==> config.mk <==
export PLATFORM = sky130hd
export DESIGN_NAME = pifo_dequeue_pacer
export DESIGN_NICKNAME = d
export VERILOG_FILES = /design/src/rtl/pifo_pkg.sv /design/src/rtl/pifo_token_bucket.sv /design/src/rtl/pifo_dequeue_pacer.sv
export SDC_FILE = /design/constraint.sdc
export NUM_CORES = 1
export LEC_CHECK = 0
export CORE_ASPECT_RATIO = 1.4
export CORE_MARGIN = 8
export CORE_UTILIZATION = 40
export DETAILED_ROUTE_END_ITERATION = 7
export PLACE_DENSITY = 0.85
export REMOVE_ABC_BUFFERS = 1
export SLEW_MARGIN = 20
export SYNTH_ARGS = -nofsm -noshare
export SYNTH_HDL_FRONTEND = slang
export SYNTH_HIERARCHICAL = 1
export SYNTH_SLANG_ARGS = --single-unit
==> constraint.sdc <==
create_clock -name clk -period 5.75 [get_ports clk]
set_input_delay 0.8625 -clock clk [delete_from_list [all_inputs] [get_ports clk]]
set_output_delay 0.8625 -clock clk [all_outputs]
set_load 0.02 [all_outputs]
==> src/rtl/pifo_pkg.sv <==
// Shared types for the PIFO consumer side: head-entry layout, priority width
// derivation and the dequeue pacer state encoding.
package pifo_pkg;

  localparam int DEF_MAX_PRIORITY = 256;
  localparam int DEF_DATA_WIDTH   = 8;

  function automatic int prio_width(input int max_prio);
    return (max_prio > 1) ? $clog2(max_prio) : 1;
  endfunction

  localparam int PIFO_PRIO_WIDTH = prio_width(DEF_MAX_PRIORITY);

  typedef struct packed {
    logic [DEF_DATA_WIDTH-1:0]  data;
    logic [PIFO_PRIO_WIDTH-1:0] prio;
  } PifoEntry;

  typedef enum logic [1:0] {
    ST_RUN    = 2'd0,
    ST_PAUSED = 2'd1,
    ST_FLUSH  = 2'd2
  } pacer_state_e;

endpackage

==> src/rtl/pifo_token_bucket.sv <==
// Token bucket: one token is added every REFILL_PERIOD cycles, one is spent
// per pop; the count saturates at BUCKET_DEPTH and never goes below zero.
module pifo_token_bucket #(
  parameter int  BUCKET_DEPTH  = 8,
  parameter int  REFILL_PERIOD = 4,
  localparam int TOKEN_WIDTH   = $clog2(BUCKET_DEPTH + 1)
) (
  input  logic                   clk,
  input  logic                   reset,
  input  logic                   refill_en_i,
  input  logic                   pop_i,
  output logic [TOKEN_WIDTH-1:0] tokens_o,
  output logic                   has_token_o
);

  localparam int RCW = (REFILL_PERIOD > 1) ? $clog2(REFILL_PERIOD) : 1;
  localparam int SW  = TOKEN_WIDTH + 1;
  localparam logic [RCW-1:0]         REFILL_LAST = RCW'(REFILL_PERIOD - 1);
  localparam logic [SW-1:0]          DEPTH_S     = SW'(BUCKET_DEPTH);
  localparam logic [TOKEN_WIDTH-1:0] DEPTH_T     = TOKEN_WIDTH'(BUCKET_DEPTH);

  logic [RCW-1:0]         rcnt_q, rcnt_d;
  logic [TOKEN_WIDTH-1:0] tokens_q, tokens_d;
  logic [SW-1:0]          sum;
  logic                   refill;
  logic                   spend;

  assign has_token_o = (tokens_q != '0);
  assign tokens_o    = tokens_q;

  // Pop is subtracted before saturation, so refill+pop together is a no-op.
  always_comb begin
    refill   = refill_en_i && (rcnt_q == REFILL_LAST);
    spend    = pop_i && has_token_o;
    rcnt_d   = rcnt_q;
    if (refill_en_i) rcnt_d = (rcnt_q == REFILL_LAST) ? '0 : rcnt_q + RCW'(1);
    sum      = {1'b0, tokens_q} + SW'(refill) - SW'(spend);
    tokens_d = (sum > DEPTH_S) ? DEPTH_T : sum[TOKEN_WIDTH-1:0];
  end

  always_ff @(posedge clk) begin
    if (reset) begin
      rcnt_q   <= '0;
      tokens_q <= DEPTH_T;
    end else begin
      rcnt_q   <= rcnt_d;
      tokens_q <= tokens_d;
    end
  end

endmodule

==> src/rtl/pifo_dequeue_pacer.sv <==
// Paced PIFO consumer with a one-entry output register and pause/flush control.
// Define PIFO_DEQ_STATS_EN to build the pop and stall statistics counters.
module pifo_dequeue_pacer
  import pifo_pkg::*;
#(
  parameter int  MAX_PRIORITY  = 256,
  parameter int  DATA_WIDTH    = 8,
  parameter int  BUCKET_DEPTH  = 8,
  parameter int  REFILL_PERIOD = 4,
  parameter int  CNT_WIDTH     = 32,
  localparam int PRIO_WIDTH    = prio_width(MAX_PRIORITY),
  localparam int TOKEN_WIDTH   = $clog2(BUCKET_DEPTH + 1)
) (
  input  logic                   clk,
  input  logic                   reset,
  input  logic                   i__pifo_valid,
  input  logic [PRIO_WIDTH-1:0]  i__pifo_priority,
  input  logic [DATA_WIDTH-1:0]  i__pifo_data,
  output logic                   o__pifo_ready,
  output logic                   o__pifo_clear_all,
  input  logic                   i__enq_active,
  input  logic                   i__pause,
  input  logic                   i__clear_all,
  output logic                   o__data_out_valid,
  output logic [PRIO_WIDTH-1:0]  o__data_out_priority,
  output logic [DATA_WIDTH-1:0]  o__data_out,
  input  logic                   i__data_out_ready,
  output logic [TOKEN_WIDTH-1:0] o__tokens,
  output logic [CNT_WIDTH-1:0]   o__pop_count,
  output logic [CNT_WIDTH-1:0]   o__stall_count
);

  typedef struct packed {
    logic [DATA_WIDTH-1:0] data;
    logic [PRIO_WIDTH-1:0] prio;
  } entry_t;

  pacer_state_e state_q, state_d;
  entry_t       entry_q, entry_d;
  logic         valid_q, valid_d;
  logic         has_token;
  logic         pop;
  logic         drain;

  pifo_token_bucket #(
    .BUCKET_DEPTH  (BUCKET_DEPTH),
    .REFILL_PERIOD (REFILL_PERIOD)
  ) u_bucket (
    .clk         (clk),
    .reset       (reset),
    .refill_en_i (1'b1),
    .pop_i       (pop),
    .tokens_o    (o__tokens),
    .has_token_o (has_token)
  );

  // Pause, clear and a concurrent push all veto the pop in the cycle they appear.
  assign o__pifo_ready = (state_q == ST_RUN) && !reset && !i__clear_all && !i__pause &&
                         !i__enq_active && has_token && (!valid_q || i__data_out_ready);
  assign pop   = i__pifo_valid && o__pifo_ready;
  assign drain = valid_q && i__data_out_ready;

  assign o__pifo_clear_all    = (state_q == ST_FLUSH);
  assign o__data_out_valid    = valid_q;
  assign o__data_out_priority = entry_q.prio;
  assign o__data_out          = entry_q.data;

  always_comb begin
    state_d = state_q;
    unique case (state_q)
      ST_RUN: begin
        if (i__clear_all)  state_d = ST_FLUSH;
        else if (i__pause) state_d = ST_PAUSED;
      end
      ST_PAUSED: begin
        if (i__clear_all)   state_d = ST_FLUSH;
        else if (!i__pause) state_d = ST_RUN;
      end
      ST_FLUSH: state_d = i__pause ? ST_PAUSED : ST_RUN;
      default:  state_d = ST_RUN;
    endcase
  end

  always_comb begin
    valid_d = valid_q;
    entry_d = entry_q;
    if (i__clear_all || (state_q == ST_FLUSH)) begin
      valid_d = 1'b0;
    end else if (pop) begin
      valid_d = 1'b1;
      entry_d = '{data: i__pifo_data, prio: i__pifo_priority};
    end else if (drain) begin
      valid_d = 1'b0;
    end
  end

  always_ff @(posedge clk) begin
    if (reset) begin
      state_q <= ST_RUN;
      valid_q <= 1'b0;
      entry_q <= '0;
    end else begin
      state_q <= state_d;
      valid_q <= valid_d;
      entry_q <= entry_d;
    end
  end

`ifdef PIFO_DEQ_STATS_EN
  logic [CNT_WIDTH-1:0] pop_cnt_q, stall_cnt_q;
  logic                 stall;

  assign stall = i__pifo_valid && (state_q == ST_RUN) && !has_token;

  always_ff @(posedge clk) begin
    if (reset) begin
      pop_cnt_q   <= '0;
      stall_cnt_q <= '0;
    end else begin
      if (pop)   pop_cnt_q   <= pop_cnt_q + CNT_WIDTH'(1);
      if (stall) stall_cnt_q <= stall_cnt_q + CNT_WIDTH'(1);
    end
  end

  assign o__pop_count   = pop_cnt_q;
  assign o__stall_count = stall_cnt_q;
`else
  assign o__pop_count   = '0;
  assign o__stall_count = '0;
`endif

endmodule

* Word-level counts from Yosys, hierarchy flattened *
Index checks and enable logic that the tools add are counted.

word-level totals
  register bits = 25
  logic and storage cells = 48

operators by class
  reduce and logical (&&, ||, !) cells = 24
  muxes and demuxes = 8
  add/subtract/negate cells = 3
  equal/unequal tests = 5
  magnitude comparators = 1
  bitwise gates (word level) = 1

operators with widths
  kind                                                                              number
  1-bit logical AND                                                                 9
  2-bit two-way mux                                                                 4
  3-bit inequality test (second input constant)                                     2
  2-bit case mux with 3 select lines                                                1
  2-bit OR reduction                                                                3
  4-bit by 1-bit adder with 5-bit output                                            1
  5-bit by 4-bit greater-than comparator with 1-bit output (second input constant)  1
  1-bit logical NOT                                                                 5
  5-bit by 1-bit subtractor with 5-bit output                                       1
  2-bit equality test (second input constant)                                       2
  2-bit AND reduction                                                               2
  4-bit nonzero test                                                                1
  1-bit two-way mux                                                                 3
  2-bit by 1-bit adder with 2-bit output (second input constant)                    1
  2-bit by 1-bit equality test with 1-bit output (second input constant)            1
  2-bit logical NOT                                                                 1
  1-bit logical OR                                                                  2
  2-bit nonzero test                                                                1
  1-bit inverter                                                                    1

* Depth between registers and ports, before layout *
Gate-level depths: netlist of run 1.

  depth after elaboration = 12
  mapped depth = 15
  mapped depth without buffers = 14

* By module *
Netlist of run 1, hierarchy kept.

by module, submodules not included
  module              cells each  times used  area each (um^2)
  pifo_dequeue_pacer  163         1           1395.1
  pifo_token_bucket   46          1           427.9

* Worst setup path after synthesis of run 1 *
Ideal clock, no wire load.

  path kind = input to register
  start point = in i__clear_all
  end point = reg u_bucket.tokens_q[3] (netlist: u_bucket/tokens_o[3])
  data arrival time = 3447 ps
  data required time = 5633 ps
  cell stages on the path = 12
  path buffers = 1
  slack = 2186 ps
  setup time = 117 ps
  cell sequence = or4_1 -> buf_2 -> nor3_2 -> and2_1 -> ha_1 -> inv_1 -> ha_1 -> fa_1 -> a211o_1 -> and3_1 -> or3_4 -> nand2b_1

on the way
  longest elaborated chain between the ends = 11

ends and longest elaborated chain
  element                                                   line                      source
  from (decl)                                               pifo_dequeue_pacer.sv:23  input logic i__clear_all,
  1-bit logical NOT *                                       pifo_dequeue_pacer.sv:58  assign o__pifo_ready = (state_q == ST_RUN) && !reset && !i__clear_all && !i__pause &&
  1-bit logical AND * (3 in a row)                          pifo_dequeue_pacer.sv:58
  1-bit logical AND * (2 in a row)                          pifo_dequeue_pacer.sv:59  !i__enq_active && has_token && (!valid_q || i__data_out_ready);
  1-bit logical AND *                                       pifo_dequeue_pacer.sv:60  assign pop = i__pifo_valid && o__pifo_ready;
  named net pop                                             pifo_dequeue_pacer.sv:42  logic pop;
  1-bit logical AND *                                       pifo_token_bucket.sv:34   spend = pop_i && has_token_o;
  5-bit by 1-bit subtractor with 5-bit output *             pifo_token_bucket.sv:37   sum = {1'b0, tokens_q} + SW'(refill) - SW'(spend);
  5-bit by 4-bit greater-than comparator with 1-bit output  pifo_token_bucket.sv:38   tokens_d = (sum > DEPTH_S) ? DEPTH_T : sum[TOKEN_WIDTH-1:0];
  2-bit OR reduction (no line)                              --
  to (signal assigned)                                      pifo_token_bucket.sv:47   tokens_q <= tokens_d;
  to (decl)                                                 pifo_token_bucket.sv:23   logic [TOKEN_WIDTH-1:0] tokens_q, tokens_d;

Mark *: on every way through the listed nets, which the timed path passes. The rest lies on a longest branch.
A chain may end at the register's enable or synchronous reset.

* Final worst setup path of run 1 *
  start point = in reset
  end point = reg u_bucket.tokens_q[1] (netlist: u_bucket/tokens_o[1])

on the way
  longest elaborated chain between the ends = 12

ends and longest elaborated chain
  element                                                   line                      source
  from (decl)                                               pifo_dequeue_pacer.sv:15  input logic reset,
  1-bit logical NOT *                                       pifo_dequeue_pacer.sv:58
  1-bit logical AND * (4 in a row)                          pifo_dequeue_pacer.sv:58
  1-bit logical AND * (2 in a row)                          pifo_dequeue_pacer.sv:59
  1-bit logical AND *                                       pifo_dequeue_pacer.sv:60
  named net pop                                             pifo_dequeue_pacer.sv:42
  1-bit logical AND *                                       pifo_token_bucket.sv:34
  5-bit by 1-bit subtractor with 5-bit output *             pifo_token_bucket.sv:37
  5-bit by 4-bit greater-than comparator with 1-bit output  pifo_token_bucket.sv:38
  2-bit OR reduction (no line)                              --

Marks and branches as above.

==> metrics, run 1 <==
clock skew ~0.0022 ns; GRT overflow 0; sequential share of the synthesized area 0.275; CP Data Required Time 5.93 ns; Slew @ Worst Pin a little under 0.8 ns; Iteration-0 DRC Markers 102; die area 0.00700 mm²; Final nets about 280; dpl ws 1.15 ns; H-tree levels 1; number of port buffers 45; crit end category flip-flop; layout cells sized above 1 0.0916; post-synthesis async set-or-reset flop share 0; Final Util 0.480; vias per cell roughly 4.5; Power Total 0.486 mW; xor and xnor area share after synthesis 0.00961; Die Y 95.9 µm; Final Cycle Share 0.758; Fmax achieved 230 MHz; Post-synth EDFFs 0; Core Rows 29; # diodes 0; Max Buffers Root-to-Sink 2; leakage power 0.871 nW; CTS tree done; Final min period 4.36 ns; Setup TNS 0 ns; Final Max Tran Viols 0; clk sink count 25; post-route cell area approximately 0.0021 mm²; final hold violations 0; final setup vio count 0; CTS buffer count 3; vias in the first global route 1464; Hold-fix buffers, CTS 0; # placed instances 309; HPWL after DPL 3470 µm; clk slew on worst S/H paths 0.08 ns; core area 0.00446 mm²; status finished, final reports clean; Worst-Skew Late Latency 0.26 ns; Post-DP Area 0.00210 mm²; ANT nets after route 0; Syn Area/Cell 8.72 µm²; max-cap viol count 0; Tot GR Track Use 0.112; mux cell area share after synthesis 0.00549; Synth Register Bits 25; hold slack 0.469 ns; compound-cell area share of the yosys netlist 0.169; routed vias 1409; main combinational cell family by area after synthesis buffers and inverters; initial antenna violation count 0; Post-Layout Cell Count around 310; Routed WL 4210 µm; Die Span X 73.1 µm; Worst Hold Class reg2reg; Syn Inst Count between 200 and 250; postcts setup bufs 0; largest net degree at the start of global routing 25; root buf cell clkbuf_8; Arrival @ worst endpoint between 4 and 5 ns; synthesized-area fraction occupied by adder cells 0.0590; drt first pass iters 4; RSZ-0062 raised after global routing false; crit-path max FO 24; DRC violations left 0; post-synthesis simple-gate area fraction 0.167; Setup WS post-layout 1.39 ns; Area Growth Syn to Fin 17.5%; Yosys Warn Count 6; crit path launch type input pin; # resized after CTS 0; first-pass GRT wire length 6390 µm; fillers 431; relative slew slack 0.479; GPL Wtd Cong 0.745; most frequent cells in the layout conb_1, clkdlybuf4s50_1, dfxtp_1; IO Count 110; Main synth FF type dfxtp_1; most common cell after layout, fill and taps aside conb_1; cell area after synthesis between 0.0015 and 0.002 mm²; kind of critical path in2reg; Synth cell types 39; Initial Util 0.408; average wire per standard cell 13.4 µm; PD cells 227 mW/mm²; peak supply drop between 0.0001 and 0.00015 V
-- registers in the layout (all words and copies together) (netlist names) --
signal / count
o__data_out_valid: 1
o__data_out_priority: 8
u_bucket/tokens_o: 4
u_bucket/rcnt_q: 2
o__data_out: 8
state_q: 2
-- final cells by class --
class                      instances  area [µm²]  area share
timing repair buffer              50         488       0.228
sequential                        25         500       0.234
multi-input combinational        165        1000       0.469
inverter                           7        26.3      0.0123
clock buffer                       4        45.0      0.0210
tap                               62        77.6      0.0362
-- per-layer routing --
metal / global-route usage / routed length, µm
met5: 0 / 0
met2: 0.209 / 2010
met3: 0.0417 / 499
met1: 0.114 / 1640
met4: 0.0302 / 57
-- Yosys cell counts, drive strengths merged, types with 2 or more instances --
cell    instances  area share
o31ai          16       0.091
nand4          16       0.055
nor2            5       0.010
conb            2      0.0041
nor2b           2      0.0069
nor3b           3       0.012
dfxtp          25        0.27
ha              7       0.048
buf            72        0.29
nand2           3      0.0062
nor3            4       0.014
clkbuf          5       0.010
nand2b          4       0.018
a21oi          20       0.055
inv             7       0.014
-- critical path, cell delays in order --
cell and delay (ns):
clkdlybuf4s50_1 0.41, buf_4 0.21, or4_1 0.79, nor3_2 0.31, and2_1 0.17, ha_1 0.13, inv_1 0.04, ha_1 0.20
fa_1 0.40, a211o_1 0.32, and3_1 0.16, or3_4 0.34, nor3b_1 0.19
-- power by group --
part	internal [mW]	leakage, nW	switching [mW]	total (mW)
Combinational	0.0768	0.646	0.118	0.195
Sequential	0.183	0.203	0.00913	0.192
Clock	0.0493	0.0228	0.0499	0.0993
Total	0.309	0.871	0.177	0.486
-- cell families (layout without fill, tap and decap cells) --
group | Yosys count | in the layout
flops | 25 | 25
buf+inv | 84 | 61
simple gates | 46 | 46
other cells | 2 | 67
fa+ha+maj | 8 | 8
xor+xnor | 2 | 2
mux | 1 | 1
compound gates | 41 | 41
-- final timing paths --
kind	startpoint	to	slack [ns]	cells past startpoint
setup / recovery	reset	u_bucket/tokens_o[1]	1.39	13
hold / removal	o__data_out[7]	o__data_out[7]	0.47	2
hold reg to reg	o__data_out[7]	o__data_out[7]	0.47	2
setup reg to reg	state_q[1]	u_bucket/tokens_o[1]	2.17	11
(Power assumes the default switching activity.)
==> inputs of run 2 (changes only) <==
CORE_UTILIZATION = 34   (was 40)
PLACE_DENSITY = 0.77   (was 0.85)
clock period = 3.7 ns   (was 5.75 ns; I/O delays follow)
==> run 2 against run 1 <==
  * Die area rose by 14%
  * Clock-buffer cell count fell by 1
  * Sequential power rose by 55%
==> metrics, run 2 (synthesis results as in run 1) <==
Setup WS post-layout 0.218 ns (-1.18 ns); crit path launch type input pin; largest net degree at the start of global routing 24 (-4.0%); IO Count 110 (unchanged); crit end category flip-flop; H-tree levels 1 (unchanged); final setup vio count 0 (unchanged); most common cell after layout, fill and taps aside conb_1; r2r startpoint state_q[1]; leakage power 0.888 nW (+1.9%); max-cap viol count 0 (unchanged); DRC violations left 0 (unchanged); most frequent cells in the layout conb_1, clkdlybuf4s50_1, dfxtp_1; CP Data Required Time 3.87 ns (-2.06 ns); crit-path max FO 4 (-83%); GRT overflow 0 (unchanged); number of port buffers 45 (unchanged); crit-path max cell delay 0.52 ns (-0.27 ns); Die Span X 77.9 µm (+6.6%); vias per cell 4.43 (-1.7%); Worst path slowest cell or4_1; cell mode on critical path ha_1; CP top delay family simple AND/OR/NAND/NOR gates; Area Growth Syn to Fin 19.2%; PD cells 351 mW/mm² (+55%); Slew @ Worst Pin 0.675 ns (-0.107 ns); Worst-Skew Late Latency 0.26 ns (about the same); Initial Util 0.353 (-0.0551); root buf cell clkbuf_8; Iteration-0 DRC Markers 76 (-25%); Final Cycle Share 0.941; Worst Hold Class reg2reg; clock skew 0.00147 ns (-0.000746 ns); RSZ-0062 raised after global routing false; Final nets 286 (+1.1%); Arrival @ worst endpoint 3.65 ns (-0.88 ns); Final Max Tran Viols 0 (unchanged); Final Util 0.421 (-0.0587); status finished, final reports clean; Core Rows 31 (+6.9%); layout cells sized above 1 0.110 (+0.0186); clk slew on worst S/H paths 0.09 ns (about the same); GPL Wtd Cong 0.715 (-3.9%); dpl ws -0.0626 ns (-1.21 ns); CP Launch Point i__clear_all; first-pass GRT wire length 6760 µm (+5.8%); Final min period 3.48 ns; Fmax achieved 287 MHz; Hold-fix buffers, CTS 0 (unchanged); vias in the first global route 1471 (+0.48%); routed vias 1416 (+0.50%); kind of critical path in2reg; Routed WL 4240 µm (+0.78%); worst-path cell chain clkdlybuf4s50_1 > or4_1 > nor3_2 > and2_1 > ha_1 > inv_1 > ha_1 > fa_1 > a211o_1 > and3_1 > or3_4 > nor3b_1; drt first pass iters 4 (unchanged); initial antenna violation count 0 (unchanged); final hold violations 0 (unchanged); # resized after CTS 0 (unchanged); Post-DP Area 0.00213 mm² (+1.4%); hold path start o__data_out_priority[4]; post-route cell area 0.00217 mm² (+1.5%); average wire per standard cell 13.3 µm (-1.4%); CTS buffer count 3 (unchanged); relative slew slack 0.550 (+0.0712); postcts setup bufs 0 (unchanged); die area 0.00799 mm² (+14%); hold slack 0.470 ns (+0.000520 ns); WP buf/inv 2 (-1); peak supply drop 0.000149 V (+24%); fillers 529 (+23%); ANT nets after route 0 (unchanged); CTS tree done; core area 0.00516 mm² (+16%); clk sink count 25 (unchanged); # diodes 0 (unchanged); Die Y 103 µm (+7.1%); HPWL after DPL 3460 µm (-0.24%); Tot GR Track Use 0.0994 (-0.0129); Max Buffers Root-to-Sink 2 (unchanged)
-- run 2: cell count changes in the layout (fill, tap and decap cells not counted), sizes merged --
cell	before	now
buf	5	8
clkinv	0	1
clkbuf	4	3
-- run 2: worst reg2reg max path, delay by kind of cell, from the launching register on --
family          cells  cell delay [ns]
fa+ha+maj           3             0.71
compound gates      1             0.32
flops               1             0.35
simple gates        6             1.65
buf+inv             1             0.04
-- run 2: power by group --
part           total [mW]  internal [mW]  leakage, nW  switching [mW]
Combinational       0.305          0.122        0.660           0.184
Sequential          0.297          0.284        0.203          0.0130
Clock               0.161         0.0751       0.0255          0.0856
Total               0.763          0.481        0.888           0.282
-- run 2: cell type report --
cell class,instances,area [µm²],share of cell area
clock buffers,3,41.3,0.0190
clock inverters,1,5.00,0.00230
inverters,7,26.3,0.0121
multi-input cells,165,1010,0.463
flip-flops and latches,25,500,0.230
well taps,66,82.6,0.0380
repair buffers,53,510,0.235
-- run 2: stage by stage --
step	power, mW	setup TNS, ns	cells
floorplan	0.511	0	197
global placement	0.599	0	316
detailed placement	0.606	-0.0626	316
CTS	0.769	0	320
global route	0.817	0	320
finish	0.763	0	320
-- run 2: layer usage --
metal,global-route usage,vias to the layer above,share of wire
met5,0,-,0
met4,0.0175,0,0.0033
met3,0.0489,2,0.13
met2,0.173,81,0.47
met1,0.107,645,0.40
li1,-,688,-
-- run 2: worst paths after layout --
| kind | endpoint | slack, ns | cells after the start |
|---|---|---|---|
| worst min-delay path | o__data_out_priority[4] | 0.47 | 2 |
| worst max-delay path | u_bucket/tokens_o[2] | 0.22 | 12 |
| worst max register to register | u_bucket/tokens_o[2] | 0.53 | 11 |
| worst min register to register | o__data_out_priority[4] | 0.47 | 2 |
